File: config.mk
export PLATFORM = sky130hd
export DESIGN_NAME = alu_issue_ctrl
export DESIGN_NICKNAME = d
export VERILOG_FILES = /design/src/rtl/alu_issue_ctrl.sv
export SDC_FILE = /design/constraint.sdc
export NUM_CORES = 2
export LEC_CHECK = 0
export CORE_AREA = 5 5 567 569
export CTS_BUF_LIST = sky130_fd_sc_hd__clkbuf_4
export DETAILED_ROUTE_END_ITERATION = 8
export DIE_AREA = 0 0 572 574
export SLEW_MARGIN = 30
export SYNTH_ARGS = -nofsm -noshare
export SYNTH_HDL_FRONTEND = slang
export SYNTH_SLANG_ARGS = --single-unit
File: constraint.sdc
create_clock -name clk -period 3.6 [get_ports clk]
set_input_delay 0.72 -clock clk [delete_from_list [all_inputs] [get_ports clk]]
set_output_delay 0.72 -clock clk [all_outputs]
set_load 0.005 [all_outputs]
File: src/rtl/alu_issue_ctrl.sv
// alu_issue_ctrl: issue stage in front of the 145-bit GF(2^m) polynomial ALU.
// Accepts one instruction at a time, strobes the ALU, waits for compute_done,
// and returns both result words on a valid/ready response port. The modulus
// is cached so the ALU modulus register is reloaded only when it changes.
// Optional WAIT watchdog: define ALU_ISSUE_TIMEOUT_EN.
module alu_issue_ctrl #(
  parameter int unsigned DAT_W   = 144,
  parameter int unsigned LDAT_W  = 145,
  parameter int unsigned TIMEOUT = 1024
) (
  input  logic              clk,
  input  logic              rst,
  input  logic              req_vld,
  output logic              req_rdy,
  input  logic [3:0]        req_op,
  input  logic [LDAT_W-1:0] req_o_dat,
  input  logic [DAT_W-1:0]  req_t_dat,
  input  logic [LDAT_W-1:0] req_mod_dat,
  output logic [3:0]        alu_typ_sel,
  output logic              alu_o_sel,
  output logic              alu_t_sel,
  output logic              alu_mod_sel,
  output logic [LDAT_W-1:0] alu_o_dat,
  output logic [DAT_W-1:0]  alu_t_dat,
  output logic [LDAT_W-1:0] alu_mod_dat,
  input  logic [DAT_W-1:0]  alu_r_dat1,
  input  logic [DAT_W-1:0]  alu_r_dat2,
  input  logic              compute_done,
  output logic              rsp_vld,
  input  logic              rsp_rdy,
  output logic [DAT_W-1:0]  rsp_dat1,
  output logic [DAT_W-1:0]  rsp_dat2,
  output logic              rsp_err,
  output logic              busy
);

  typedef enum logic [1:0] {IDLE, ISSUE, WAIT, RESP} state_t;

  state_t              state_q, state_d;
  logic                req_rdy_q, req_rdy_d;
  logic [3:0]          alu_typ_sel_q, alu_typ_sel_d;
  logic                alu_o_sel_q, alu_o_sel_d;
  logic                alu_t_sel_q, alu_t_sel_d;
  logic                alu_mod_sel_q, alu_mod_sel_d;
  logic [LDAT_W-1:0]   alu_o_dat_q, alu_o_dat_d;
  logic [DAT_W-1:0]    alu_t_dat_q, alu_t_dat_d;
  logic [LDAT_W-1:0]   alu_mod_dat_q, alu_mod_dat_d;
  logic                mod_cache_vld_q, mod_cache_vld_d;
  logic                wait_first_q, wait_first_d;
  logic                rsp_vld_q, rsp_vld_d;
  logic [DAT_W-1:0]    rsp_dat1_q, rsp_dat1_d;
  logic [DAT_W-1:0]    rsp_dat2_q, rsp_dat2_d;
  logic                rsp_err_q, rsp_err_d;
  logic                busy_q, busy_d;
  logic                op_legal;
  logic                op_mod;
  logic                timeout;

`ifdef ALU_ISSUE_TIMEOUT_EN
  localparam int unsigned CNT_W = (TIMEOUT > 1) ? $clog2(TIMEOUT) : 1;
  logic [CNT_W-1:0] wait_cnt_q, wait_cnt_d;
  assign timeout = (wait_cnt_q == CNT_W'(TIMEOUT - 1));
`else
  // TIMEOUT has no effect without the watchdog
  logic unused_timeout;
  assign unused_timeout = (TIMEOUT != 0);
  assign timeout        = 1'b0;
`endif

  // Opcode decode: legal set and the ops that consume the modulus
  always_comb begin
    op_legal = 1'b0;
    op_mod   = 1'b0;
    case (req_op)
      4'b0001, 4'b0010, 4'b0101, 4'b0110, 4'b0111: op_legal = 1'b1;
      4'b0011, 4'b1000, 4'b1001: begin
        op_legal = 1'b1;
        op_mod   = 1'b1;
      end
      default: op_legal = 1'b0;
    endcase
  end

  // Next-state and registered-output logic
  always_comb begin
    state_d         = state_q;
    alu_typ_sel_d   = alu_typ_sel_q;
    alu_o_sel_d     = 1'b0;
    alu_t_sel_d     = 1'b0;
    alu_mod_sel_d   = 1'b0;
    alu_o_dat_d     = alu_o_dat_q;
    alu_t_dat_d     = alu_t_dat_q;
    alu_mod_dat_d   = alu_mod_dat_q;
    mod_cache_vld_d = mod_cache_vld_q;
    rsp_dat1_d      = rsp_dat1_q;
    rsp_dat2_d      = rsp_dat2_q;
    rsp_err_d       = rsp_err_q;
`ifdef ALU_ISSUE_TIMEOUT_EN
    wait_cnt_d      = (state_q == WAIT) ? wait_cnt_q + CNT_W'(1) : '0;
`endif
    case (state_q)
      IDLE: begin
        if (req_vld && req_rdy_q) begin
          if (op_legal) begin
            state_d       = ISSUE;
            alu_typ_sel_d = req_op;
            alu_o_dat_d   = req_o_dat;
            alu_t_dat_d   = req_t_dat;
            alu_o_sel_d   = 1'b1;
            alu_t_sel_d   = 1'b1;
            if (op_mod && (!mod_cache_vld_q || (req_mod_dat != alu_mod_dat_q))) begin
              alu_mod_sel_d   = 1'b1;
              alu_mod_dat_d   = req_mod_dat;
              mod_cache_vld_d = 1'b1;
            end
          end else begin
            state_d    = RESP;
            rsp_err_d  = 1'b1;
            rsp_dat1_d = '0;
            rsp_dat2_d = '0;
          end
        end
      end
      ISSUE: state_d = WAIT;
      WAIT: begin
        // The first WAIT cycle blanks a done left over from the previous op
        if (compute_done && !wait_first_q) begin
          state_d    = RESP;
          rsp_dat1_d = alu_r_dat1;
          rsp_dat2_d = alu_r_dat2;
          rsp_err_d  = 1'b0;
        end else if (timeout) begin
          state_d         = RESP;
          rsp_dat1_d      = '0;
          rsp_dat2_d      = '0;
          rsp_err_d       = 1'b1;
          mod_cache_vld_d = 1'b0;
        end
      end
      RESP: if (rsp_rdy) state_d = IDLE;
    endcase
    wait_first_d = (state_d == WAIT) && (state_q != WAIT);
    req_rdy_d    = (state_d == IDLE);
    rsp_vld_d    = (state_d == RESP);
    busy_d       = (state_d != IDLE);
  end

  // State and output registers, synchronous active-high reset
  always_ff @(posedge clk) begin
    if (rst) begin
      state_q         <= IDLE;
      req_rdy_q       <= 1'b0;
      alu_typ_sel_q   <= '0;
      alu_o_sel_q     <= 1'b0;
      alu_t_sel_q     <= 1'b0;
      alu_mod_sel_q   <= 1'b0;
      alu_o_dat_q     <= '0;
      alu_t_dat_q     <= '0;
      alu_mod_dat_q   <= '0;
      mod_cache_vld_q <= 1'b0;
      wait_first_q    <= 1'b0;
      rsp_vld_q       <= 1'b0;
      rsp_dat1_q      <= '0;
      rsp_dat2_q      <= '0;
      rsp_err_q       <= 1'b0;
      busy_q          <= 1'b0;
`ifdef ALU_ISSUE_TIMEOUT_EN
      wait_cnt_q      <= '0;
`endif
    end else begin
      state_q         <= state_d;
      req_rdy_q       <= req_rdy_d;
      alu_typ_sel_q   <= alu_typ_sel_d;
      alu_o_sel_q     <= alu_o_sel_d;
      alu_t_sel_q     <= alu_t_sel_d;
      alu_mod_sel_q   <= alu_mod_sel_d;
      alu_o_dat_q     <= alu_o_dat_d;
      alu_t_dat_q     <= alu_t_dat_d;
      alu_mod_dat_q   <= alu_mod_dat_d;
      mod_cache_vld_q <= mod_cache_vld_d;
      wait_first_q    <= wait_first_d;
      rsp_vld_q       <= rsp_vld_d;
      rsp_dat1_q      <= rsp_dat1_d;
      rsp_dat2_q      <= rsp_dat2_d;
      rsp_err_q       <= rsp_err_d;
      busy_q          <= busy_d;
`ifdef ALU_ISSUE_TIMEOUT_EN
      wait_cnt_q      <= wait_cnt_d;
`endif
    end
  end

  assign req_rdy     = req_rdy_q;
  assign alu_typ_sel = alu_typ_sel_q;
  assign alu_o_sel   = alu_o_sel_q;
  assign alu_t_sel   = alu_t_sel_q;
  assign alu_mod_sel = alu_mod_sel_q;
  assign alu_o_dat   = alu_o_dat_q;
  assign alu_t_dat   = alu_t_dat_q;
  assign alu_mod_dat = alu_mod_dat_q;
  assign rsp_vld     = rsp_vld_q;
  assign rsp_dat1    = rsp_dat1_q;
  assign rsp_dat2    = rsp_dat2_q;
  assign rsp_err     = rsp_err_q;
  assign busy        = busy_q;

endmodule
==> impl_metrics.toml <==
[grt]
use_met1 = 0.209
grtUsageMet2 = 0.276
met3_usage = 0.105
grtUsageTotal = 0.179
busiest_layer = "met2"
overflow = 0
grt_max_degree = 140
grt_pass1_vias = 36100
grt_pass1_wl_um = 387000
antenna_found_initial = 403

[sta]
fin_crit_ns = 3.32
fmax_mhz = 301
hold_viol = 0
drv_slew = 0
setup_viol = 0
period_share = 0.923
fin_ws_ns = 0.278
tightest_slew_ns = 0.784
fin_skew_ns = 0.146
max-slew-margin-rel = 0.477
rsz0062_at_grt = "false"

[layout]
drive_gt1_frac = 0.0879
num-fill-cells = 35300
finalInstanceArea_mm2 = 0.0593
layout.nets = 6403
syn2layout_area_growth_pct = 97.1

[power]
power_density_mw_per_mm2 = 364
peakVddDrop_v = 0.000250
p_leak_nw = 20.0

[floorplanning]
dieHeight_um = 574
ios = 1464
rows = 207
start_util = 0.0952
die_x_um = 572
design.die.area_mm2 = 0.328
core_area_mm2 = 0.316

[routing]
vias = 38400
wl_per_cell_um = 30.6
drt-total-wl_um = 310000
antenna_left = 0
vias_per_cell = 3.79
drcViolationCount = 0
drt_pass1_iterations = 5
drtIter0Drc = 2992

[yosys]
synth_seq_cells = 736
yosysSeqAreaShare = 0.489
ys_warn_count = 0
synth_top_area_cell = "dfxtp_1"
synth_ff_type = "dfxtp_1"
synth_top_family_by_area = "simple AND/OR/NAND/NOR gates"
synth_xor_area_frac = 0.0207
synth_top_cell_area_share = 0.489
synth_adder_area_share = 0
synth.area.mux_share = 0.00765
syn_area_mm2 = 0.0301
synth-compound-area-share = 0.180
avgSynthCellArea_um2 = 8.42
ys_types = 42
syn_nets = 4306
synthSimpleGateAreaFrac = 0.248
synthTopCellsByArea = "dfxtp_1 (49%), nand2_1 (7.7%), a22oi_1 (7.2%), a21oi_1 (4.9%), a32oi_1 (4.2%)"
asyncSetResetFlopFracSynth = 0
synthCells = 3575
synth_edf_count = 0

[flow_run]
drv_cap = 0

[worst_setup_path]
worstPathArrival_ns = 2.60
critPathKind = "flop to output port"
crit_family = "buffers and inverters"
cp_max_fo = 4
path_buf_inv = 1
cp.required_ns = 2.88
cpMaxStageDelayCell = "clkdlybuf4s50_1"
startpoint_type = "flop"
crit_path_end_kind = "output port"
worstPathCellList = "clkdlybuf4s50_1"
cpPeakStageDelay_ns = 0.87

[clocking]
cts_tree = "done"
cts_setup_buffers = 0
ctsLongestPathBuffers = 4
worst_skew_pair.late_latency_ns = 1.35
cts_sinks = 736
clk_pin_slew_ns = 0.06
root_buffer = "clkbuf_4"
cts_made_buffers = 240
cts-htree-levels = 4

[run_status]
outcome = "completed"

[placed_design]
place_congestion = 0.926
dp_hpwl_um = 262000
io_buffers = 1463
dp_slack_ns = -0.267
post_dp_cell_area_mm2 = 0.0502

[min_path]
hold_class = "primary input to flop"
-- metrics by stage --
stage                     power [mW]  hold WS, ns  instances  setup TNS, ns   util
final                           21.6        0.240      10100              0  0.188
after global routing            22.7       0.0765      10100              0  0.187
after CTS                       22.2     0.000264      10000              0  0.187
after detailed placement        12.1        0.444       9020         -28.28  0.159
after global placement          12.1        0.434       9020         -17.49  0.159
after floorplan                 9.71        0.422       3575              0      -
-- timing repair --
item                                   CTS  global route
hold buffers                           590             0
setup endpoints to repair                5             0
resized for setup                        5             0
endpoints found under the hold margin  592             0
-- metal layers --
| layer | up-vias | routed length (um) |
|---|---|---|
| met3 | 803 | 41000 |
| met1 | 18000 | 123000 |
| met4 | 296 | 10600 |
| met5 | - | 1800 |
| met2 | 2132 | 134000 |
| li1 | 17200 | - |
-- worst paths after layout --
check,endpoint,start,cells after the start,slack (ns)
setup / recovery,alu_mod_dat[38],alu_mod_dat[38],1,0.28
hold / removal,alu_mod_dat[71],req_mod_dat[71],4,0.24
setup reg to reg,alu_mod_dat[121],alu_mod_dat[3],10,0.48
hold reg to reg,wait_first_q,state_q[1],1,0.43
-- power by group --
part           internal (mW)  total, mW  switching (mW)  leakage (nW)
Sequential              8.43       8.63           0.199          5.95
Combinational           2.03       4.04            2.01          12.3
Clock                   4.46       8.94            4.48          1.73
Total                   14.9       21.6            6.69          20.0
-- worst reg2reg max path, stage by stage, from the launching register on --
cell,delay (ns)
dfxtp_1,0.39
nor2b_1,0.17
a2111o_1,0.40
a2111oi_0,0.69
nand4_1,0.18
buf_4,0.19
nor4_4,0.22
buf_4,0.27
buf_12,0.22
mux2i_1,0.20
nand2_1,0.06
-- flip-flops by register name, summed over array words and instances (netlist names), 2 cells and up --
signal and flops:
state_q 2, alu_mod_dat 145, alu_typ_sel 4, alu_t_dat 144
rsp_dat2 144, rsp_dat1 144, alu_o_dat 145
-- layout by cell type, fill, tap and decap left out, types with 122 or more instances in the layout --
cell	count
dfxtp_1	736
a32oi_1	145
a21oi_1	295
clkbuf_4	350
clkdlybuf4s50_1	1457
dlygate4sd3_1	590
nand2b_1	133
nor3b_1	126
nor2_1	293
diode_2	122
nand2_1	614
a22oi_1	288
nand3_1	124
nand4_1	142
-- cells by family (layout without fill, tap and decap cells) --
family,after synthesis,in the layout
xor+xnor,71,71
mux,23,23
simple gates,1557,1557
flops,736,736
other cells,0,122
compound gates,790,790
buf+inv,398,2660
-- cell usage after synthesis (38+ instances only) --
cell and number:
a21oi_1 295, a22oi_1 288, a32oi_1 145, clkbuf_1 286, dfxtp_1 736, inv_1 61
nand2_1 615, nand2b_1 133, nand3_1 125, nand4_1 142, nor2_1 295, nor2b_1 56
nor3b_1 126, nor4_1 38, xnor2_1 60
-- cell type report --
cell class,instances,area [um^2],share of cell area
multi-input combinational,2441,13800,0.232
timing repair buffer,2191,22100,0.373
inverter,62,240,0.00405
antenna,122,305,0.00515
tap,4180,5230,0.0882
sequential,736,14700,0.248
clock buffer,350,2630,0.0443
clock inverter,57,283,0.00477
(Power assumes the default switching activity.)
